`src/rtl/mem_access_stage.sv`:
```
// mem_access_stage: MEM stage, word load/store over a req/ready data bus.
// Ports: EX/MEM inputs (*_MEM), dmem_* bus, stall_mem, mem_err, MEM/WB outputs (*_WB).
module mem_access_stage #(
  parameter int TIMEOUT = 16
) (
  input  logic        clk,
  input  logic        rst,
  input  logic [31:0] alu_MEM,
  input  logic [31:0] writedata_MEM,
  input  logic [4:0]  rd_MEM,
  input  logic        memread_MEM,
  input  logic        memwrite_MEM,
  input  logic        memtoreg_MEM,
  input  logic        regwrite_MEM,
  output logic        dmem_req,
  output logic        dmem_we,
  output logic [31:0] dmem_addr,
  output logic [31:0] dmem_wdata,
  input  logic        dmem_ready,
  input  logic [31:0] dmem_rdata,
  output logic        stall_mem,
  output logic        mem_err,
  output logic [31:0] readdata_WB,
  output logic [31:0] alu_WB,
  output logic [4:0]  rd_WB,
  output logic        memtoreg_WB,
  output logic        regwrite_WB
);

  localparam logic [7:0] CNT_LAST = 8'(TIMEOUT - 1);

  typedef enum logic {IDLE, WAIT} state_t;

  state_t      state_q, state_d;
  logic [7:0]  cnt_q;
  logic        req_q, we_q, err_q;
  logic [31:0] addr_q, wdata_q;
  logic [31:0] readdata_q, alu_q;
  logic [4:0]  rd_q;
  logic        memtoreg_q, regwrite_q;

  logic acc, mis;
  logic go, pass, done, tmo, hold;

  assign acc = memread_MEM | memwrite_MEM;
  assign mis = acc & (alu_MEM[1:0] != 2'b00);

  // Exactly one of these is true every cycle.
  assign go   = (state_q == IDLE) & acc & ~mis;
  assign pass = (state_q == IDLE) & ~go;
  assign done = (state_q == WAIT) & dmem_ready;
  assign tmo  = (state_q == WAIT) & ~dmem_ready
              & (cnt_q == CNT_LAST);
  assign hold = (state_q == WAIT) & ~dmem_ready & ~tmo;

  always_ff @(posedge clk) begin
    if (rst) state_q <= IDLE;
    else     state_q <= state_d;
  end

  always_comb begin
    state_d = state_q;
    unique case (1'b1)
      go:          state_d = WAIT;
      done || tmo: state_d = IDLE;
      default:     state_d = state_q;
    endcase
  end

  always_comb begin
    stall_mem = go | hold;
  end

  always_ff @(posedge clk) begin
    if (rst) begin
      cnt_q      <= '0;
      req_q      <= 1'b0;
      we_q       <= 1'b0;
      addr_q     <= '0;
      wdata_q    <= '0;
      err_q      <= 1'b0;
      readdata_q <= '0;
      alu_q      <= '0;
      rd_q       <= '0;
      memtoreg_q <= 1'b0;
      regwrite_q <= 1'b0;
    end else begin
      err_q <= 1'b0;
      unique case (1'b1)
        go: begin
          req_q      <= 1'b1;
          we_q       <= memwrite_MEM;
          addr_q     <= alu_MEM;
          wdata_q    <= writedata_MEM;
          cnt_q      <= '0;
          memtoreg_q <= 1'b0;
          regwrite_q <= 1'b0;
        end
        pass: begin
          // Misaligned accesses are squashed but still flow to WB.
          alu_q      <= alu_MEM;
          rd_q       <= rd_MEM;
          readdata_q <= '0;
          err_q      <= mis;
          memtoreg_q <= memtoreg_MEM & ~mis;
          regwrite_q <= regwrite_MEM & ~mis;
        end
        done: begin
          req_q      <= 1'b0;
          we_q       <= 1'b0;
          alu_q      <= alu_MEM;
          rd_q       <= rd_MEM;
          readdata_q <= memread_MEM ? dmem_rdata : '0;
          memtoreg_q <= memtoreg_MEM;
          regwrite_q <= regwrite_MEM;
        end
        tmo: begin
          req_q      <= 1'b0;
          we_q       <= 1'b0;
          err_q      <= 1'b1;
          memtoreg_q <= 1'b0;
          regwrite_q <= 1'b0;
        end
        hold: begin
          cnt_q <= cnt_q + 8'd1;
        end
        default: ;
      endcase
    end
  end

  assign dmem_req    = req_q;
  assign dmem_we     = we_q;
  assign dmem_addr   = addr_q;
  assign dmem_wdata  = wdata_q;
  assign mem_err     = err_q;
  assign readdata_WB = readdata_q;
  assign alu_WB      = alu_q;
  assign rd_WB       = rd_q;
  assign memtoreg_WB = memtoreg_q;
  assign regwrite_WB = regwrite_q;

endmodule
```
`config.mk`:
```
export PLATFORM = sky130hd
export DESIGN_NAME = mem_access_stage
export DESIGN_NICKNAME = d
export VERILOG_FILES = /design/src/rtl/mem_access_stage.sv
export SDC_FILE = /design/constraint.sdc
export NUM_CORES = 1
export LEC_CHECK = 0
export CAP_MARGIN = 25
export CORE_ASPECT_RATIO = 0.6
export CORE_MARGIN = 3
export CORE_UTILIZATION = 45
export CTS_BUF_LIST = sky130_fd_sc_hd__clkbuf_4 sky130_fd_sc_hd__clkbuf_8
export DETAILED_ROUTE_END_ITERATION = 8
export PLACE_DENSITY = 0.85
export SKIP_CTS_REPAIR_TIMING = 1
export SLEW_MARGIN = 20
export SYNTH_ARGS = -nofsm -noshare
export SYNTH_HDL_FRONTEND = slang
export SYNTH_SLANG_ARGS = --single-unit
export TNS_END_PERCENT = 5
```
`constraint.sdc`:
```
create_clock -name clk -period 5.7 [get_ports clk]
set_input_delay 1.71 -clock clk [delete_from_list [all_inputs] [get_ports clk]]
set_output_delay 1.71 -clock clk [all_outputs]
set_load 0.02 [all_outputs]
```
==> results_dict.tcl, run 1 <==
set metrics [dict create \
    routed_via_density 5.12 \
    ioPinCount 247 \
    synth_area_leaders "dfxtp_1 (57%), nand2_1 (15%), a21oi_1 (10%)" \
    powerDensity_nw_per_um2 296 \
    synth-edff-count 0 \
    worstPathArrival_ps 3610 \
    seqPwrFrac 0.450 \
    synth-xor-area-share 0 \
    yosysTopAreaCell "dfxtp_1" \
    placedCellCount 963 \
    hold_viol 0 \
    ant_nets 0 \
    track_usage 0.247 \
    cp-end-kind "output port" \
    cts.clk_slew.worst_paths_ps 80 \
    cts_buffers 17 \
    synthSimpleGateAreaFrac 0.211 \
    status "completed" \
    synth_top_area_frac 0.568 \
    cts_tree "yes" \
    placementRows 29 \
    die_y_um 88.8 \
    grt_pass1_wl_um 24900 \
    synth_top_family_by_area "simple AND/OR/NAND/NOR gates" \
    syn-num-nets 728 \
    grt_max_degree 113 \
    synthMostInstantiatedCell "nand2_1" \
    ys_warn_count 0 \
    synth-compound-area-share 0.171 \
    finalCritPeriodShare 0.933 \
    start_kind "primary input" \
    synth_area_um2 5140 \
    avgRoutedWirePerCell_um 16.3 \
    power.switching_uw 584 \
    synthArstFlopShare 0 \
    crit_fanout 5 \
    slowest_stage "clkdlybuf4s50_1" \
    dieArea_um2 12800 \
    clockRootBuffer "clkbuf_8" \
    fin_skew_ps 12.0 \
    cap_violations 0 \
    initial_core_util 0.474 \
    cp_top_family "buffers and inverters" \
    yosys.area_share.adder 0.00243 \
    grt_pass1_vias 5099 \
    critical_path_buf_inv_count 2 \
    layout_min_cycle_time_ps 5320 \
    clock_sinks 146 \
    relSlewSlack 0.450 \
    yosys-top-cells-count "nand2_1 (205), dfxtp_1 (146), a21oi_1 (107)" \
    grt_overflow_total 0 \
    route.final.wire_length_um 16200 \
    synth_top_flop_cell "dfxtp_1" \
    io_buffer_count 246 \
    die_w_um 144 \
    p_int_uw 1820 \
    criticalPathCategory "in2out" \
    place_congestion 0.818 \
    p_clk_frac 0.411 \
    p_leak_uw 0.00299 \
    drive_above_1_share 0.0561 \
    finalSetupViolCount 0 \
    fmax_mhz 188 \
    rsz0062_at_grt "false" \
    critPathRequiredTime_ps 3990 \
    antennaDiodeCount 0 \
    area_growth_pct 57.8 \
    syn_area_per_cell_um2 8.31 \
    dr.pass1.iters 4 \
    final_cells 995 \
    antenna_found_initial 0 \
    dp_hpwl_um 11400 \
    route.detailed.drc 0 \
    coreArea_um2 10800 \
    syn_inst 619 \
    vdd_drop_max_uv 202 \
    ys_seq_area_frac 0.568 \
    p_comb_frac 0.138 \
    tns_ps 0 \
    crit_top_cell "clkdlybuf4s50_1" \
    muxShareOfSynthArea 0.00195 \
    fin_nets 952 \
    synth.distinct_cells 35 \
    drt_iter0_drc 267 \
    synth-seq-cells 146 \
    worst_pin_slew_ps 825 \
    finalMaxSlewViolations 0 \
    crit_chain "clkdlybuf4s50_1 > or2_1 > or2_2 > o21ai_1 > clkdlybuf4s50_1" \
    cpPeakStageDelay_ps 680 \
    vias 5098 \
    htree_levels 4 \
    clockBufferDepth 2 \
    min_path_type "reg2reg" \
    clk_latency_ps 430 \
    swShare 0.243 \
]
==> path summary, 6_finish.rpt <==
check | startpoint | end | slack (ps) | depth (start not counted)
hold / removal | dmem_addr[25] | dmem_addr[25] | 450 | 2
hold reg to reg | dmem_addr[25] | dmem_addr[25] | 450 | 2
setup reg to reg | state_q | alu_WB[23] | 3460 | 5
setup / recovery | alu_MEM[0] | stall_mem | 380 | 5
==> layout make-up <==
type	instances	area, µm²
Clock buffer	20	269
Clock inverter	12	226
Fill cell	770	2730
Inverter	1	3.75
Multi-Input combinational cell	424	2000
Sequential cell	146	2920
Tap cell	139	174
Timing Repair Buffer	253	2520
==> power groups by stage <==
stage	Clock, µW	Sequential [µW]	Combinational [µW]
floorplan	0	1150	98.3
global placement	0	1100	325
detailed placement	0	1110	332
CTS	1010	1080	334
global route	1050	1090	357
finish	989	1080	333
==> registers in the layout (all words and copies together), names as in the netlist <==
| signal | count |
|---|---|
| rd_WB | 5 |
| state_q | 1 |
| dmem_we | 1 |
| mem_err | 1 |
| regwrite_WB | 1 |
| dmem_addr | 32 |
| alu_WB | 32 |
| readdata_WB | 32 |
| cnt_q | 8 |
| dmem_wdata | 32 |
| memtoreg_WB | 1 |
==> cell families after synthesis <==
logic type      after synthesis
simple gates                269
flops                       146
fa+ha+maj                     1
compound gates              153
buf+inv                      49
mux                           1
==> cell usage in the layout, fill, tap and decap left out, types with 2 or more instances in the layout <==
master,Yosys,final
o21a_1,2,2
or2_2,2,3
and3_1,5,5
bufinv_16,0,6
dfxtp_1,146,146
inv_6,0,2
nand3_1,3,3
nor2_1,38,38
clkbuf_8,0,19
buf_4,0,6
nand2b_1,3,3
o21ai_0,2,2
nor3b_1,2,2
clkinvlp_4,0,2
nand4_1,2,2
a21oi_1,107,107
clkdlybuf4s50_1,0,245
a22oi_1,34,34
nand2_1,205,205
==> worst reg2reg max path: cells and delay by family, from the launching register on <==
family / cells / cell delay, ps
flops: 1 / 360
compound gates: 3 / 1140
buf+inv: 1 / 540
simple gates: 1 / 130
==> through the flow <==
step           worst slack (ps)  power [µW]  area, µm²  hold WS, ps   util
2_1_floorplan              1330        1250       5140          462      -
3_3_place_gp                401        1430       7600          440  0.701
3_5_place_dp                383        1440       7620          445  0.702
4_1_cts                     386        2420       8110          456  0.748
5_1_grt                     286        2490       8120          470  0.748
6_report                    380        2400       8120          454  0.748
==> layer usage <==
metal / track usage / share of wire / routed length (µm) / vias to the layer above
met3: 0.108 / 0.096 / 1560 / 14
met2: 0.419 / 0.49 / 8000 / 188
met4: 0.0744 / 0.0079 / 128 / 0
li1: - / - / - / 2496
met5: 0 / 0 / 0 / -
met1: 0.288 / 0.40 / 6520 / 2400
(Power assumes the default switching activity.)
==> run 2, diff against run 1 <==
==> constraint.sdc (replaced) <==
create_clock -name clk -period 5.7 [get_ports clk]
set_input_delay 1.71 -clock clk [delete_from_list [all_inputs] [get_ports clk]]
set_output_delay 1.71 -clock clk [all_outputs]
set_load 0.005 [all_outputs]
==> results_dict.tcl, run 2 (same netlist as run 1, synthesis figures left out) <==
set metrics [dict create \
    status "completed" \
    io_buffer_count 246 \
    clockRootBuffer "clkbuf_8" \
    cts_tree "yes" \
    worstPathArrival_ps 3540 \
    cts.clk_slew.worst_paths_ps 70 \
    rsz0062_at_grt "false" \
    placementRows 29 \
    fmax_mhz 190 \
    place_congestion 0.820 \
    hold_viol 0 \
    powerDensity_nw_per_um2 268 \
    clock_sinks 146 \
    grt_pass1_vias 5001 \
    grt_max_degree 113 \
    cp-end-kind "output port" \
    min_path_type "reg2reg" \
    critPathRequiredTime_ps 3990 \
    worst_pin_slew_ps 758 \
    vias 5053 \
    initial_core_util 0.474 \
    route.final.wire_length_um 15900 \
    antenna_found_initial 0 \
    track_usage 0.239 \
    die_y_um 88.8 \
    crit_top_cell "clkdlybuf4s50_1" \
    drive_above_1_share 0.0561 \
    cpPeakStageDelay_ps 570 \
    critical_path_buf_inv_count 2 \
    clockBufferDepth 2 \
    dr.pass1.iters 4 \
    slowest_stage "clkdlybuf4s50_1" \
    final_cell_mix "clkdlybuf4s50_1 (245), nand2_1 (205), dfxtp_1 (146), a21oi_1 (107), nor2_1 (38)" \
    start_kind "primary input" \
    cts_buffers 17 \
    crit_fanout 5 \
    finalCritPeriodShare 0.922 \
    crit_chain "clkdlybuf4s50_1 > or2_1 > or2_2 > o21ai_1 > clkdlybuf4s50_1" \
    finalSetupViolCount 0 \
    routed_via_density 5.08 \
    criticalPathCategory "in2out" \
    coreArea_um2 10800 \
    die_w_um 144 \
    drt_iter0_drc 240 \
    total_power_uw 2140 \
    ant_nets 0 \
    htree_levels 4 \
    tns_ps 0 \
    grt_pass1_wl_um 24100 \
    clk_latency_ps 420 \
    p_leak_uw 0.00294 \
    dieArea_um2 12800 \
    avgRoutedWirePerCell_um 16.0 \
    route.detailed.drc 0 \
    fin_skew_ps 8.94 \
    ioPinCount 247 \
    area_growth_pct 55.7 \
    fin_nets 952 \
    antennaDiodeCount 0 \
    cp_top_family "buffers and inverters" \
    nFillCells 778 \
    cap_violations 0 \
    finalMaxSlewViolations 0 \
    grt_overflow_total 0 \
    final_common_cell "clkdlybuf4s50_1" \
    layout_min_cycle_time_ps 5250 \
    vdd_drop_max_uv 200 \
    dp_hpwl_um 11200 \
    relSlewSlack 0.493 \
]
-- run 2: cell types whose count changed in the layout (fill, tap and decap cells not counted) --
cell,delta
clkbuf_8,-2
inv_8,+1
buf_12,+1
buf_6,-1
bufinv_16,-5
clkinv_4,+1
clkbuf_4,-1
clkinv_2,+1
inv_6,+5
-- run 2: per-stage QoR --
stage	utilization	hold WS (ps)	instances	cell area, µm²	worst slack [ps]
2_1_floorplan	-	453	619	5140	1470
3_3_place_gp	0.700	441	961	7590	509
3_5_place_dp	0.701	446	962	7610	455
4_1_cts	0.736	456	994	7990	453
5_1_grt	0.738	476	995	8010	390
6_report	0.738	456	995	8010	446
-- run 2: worst min-delay path, cell delays in order (launching register included) --
cell and delay (ps):
dfxtp_1 310, nand2_1 50, a21oi_1 50
-- run 2: routing by layer --
layer  part of all wire  vias up  global-route usage
met5                  0        -                   0
met4              0.014        0              0.0735
met3              0.096       20               0.111
met2               0.48      181               0.408
met1               0.41     2349               0.270
li1                   -     2503                   -
-- run 2: report_power, final --
part | internal (µW) | switching, µW | total, µW | leakage [µW]
registers | 1060 | 22.3 | 1080 | 0.00119
clock network | 358 | 419 | 776 | 0.000190
logic | 163 | 123 | 286 | 0.00156
-- run 2: final cells by class --
| type | count | area (µm²) | area share |
|---|---|---|---|
| Clock buffer | 17 | 234 | 0.0292 |
| Sequential cell | 146 | 2920 | 0.365 |
| Clock inverter | 15 | 145 | 0.0181 |
| Timing Repair Buffer | 253 | 2530 | 0.316 |
| Multi-Input combinational cell | 424 | 2000 | 0.249 |
| Inverter | 1 | 3.75 | 0.000469 |
| Tap cell | 139 | 174 | 0.0217 |
-- run 2: final timing paths --
path,from,endpoint,slack [ps],cells past startpoint
hold / removal,alu_WB[30],alu_WB[30],460,2
setup reg to reg,state_q,alu_WB[20],3400,5
setup / recovery,alu_MEM[0],stall_mem,450,5
hold reg to reg,alu_WB[30],alu_WB[30],460,2
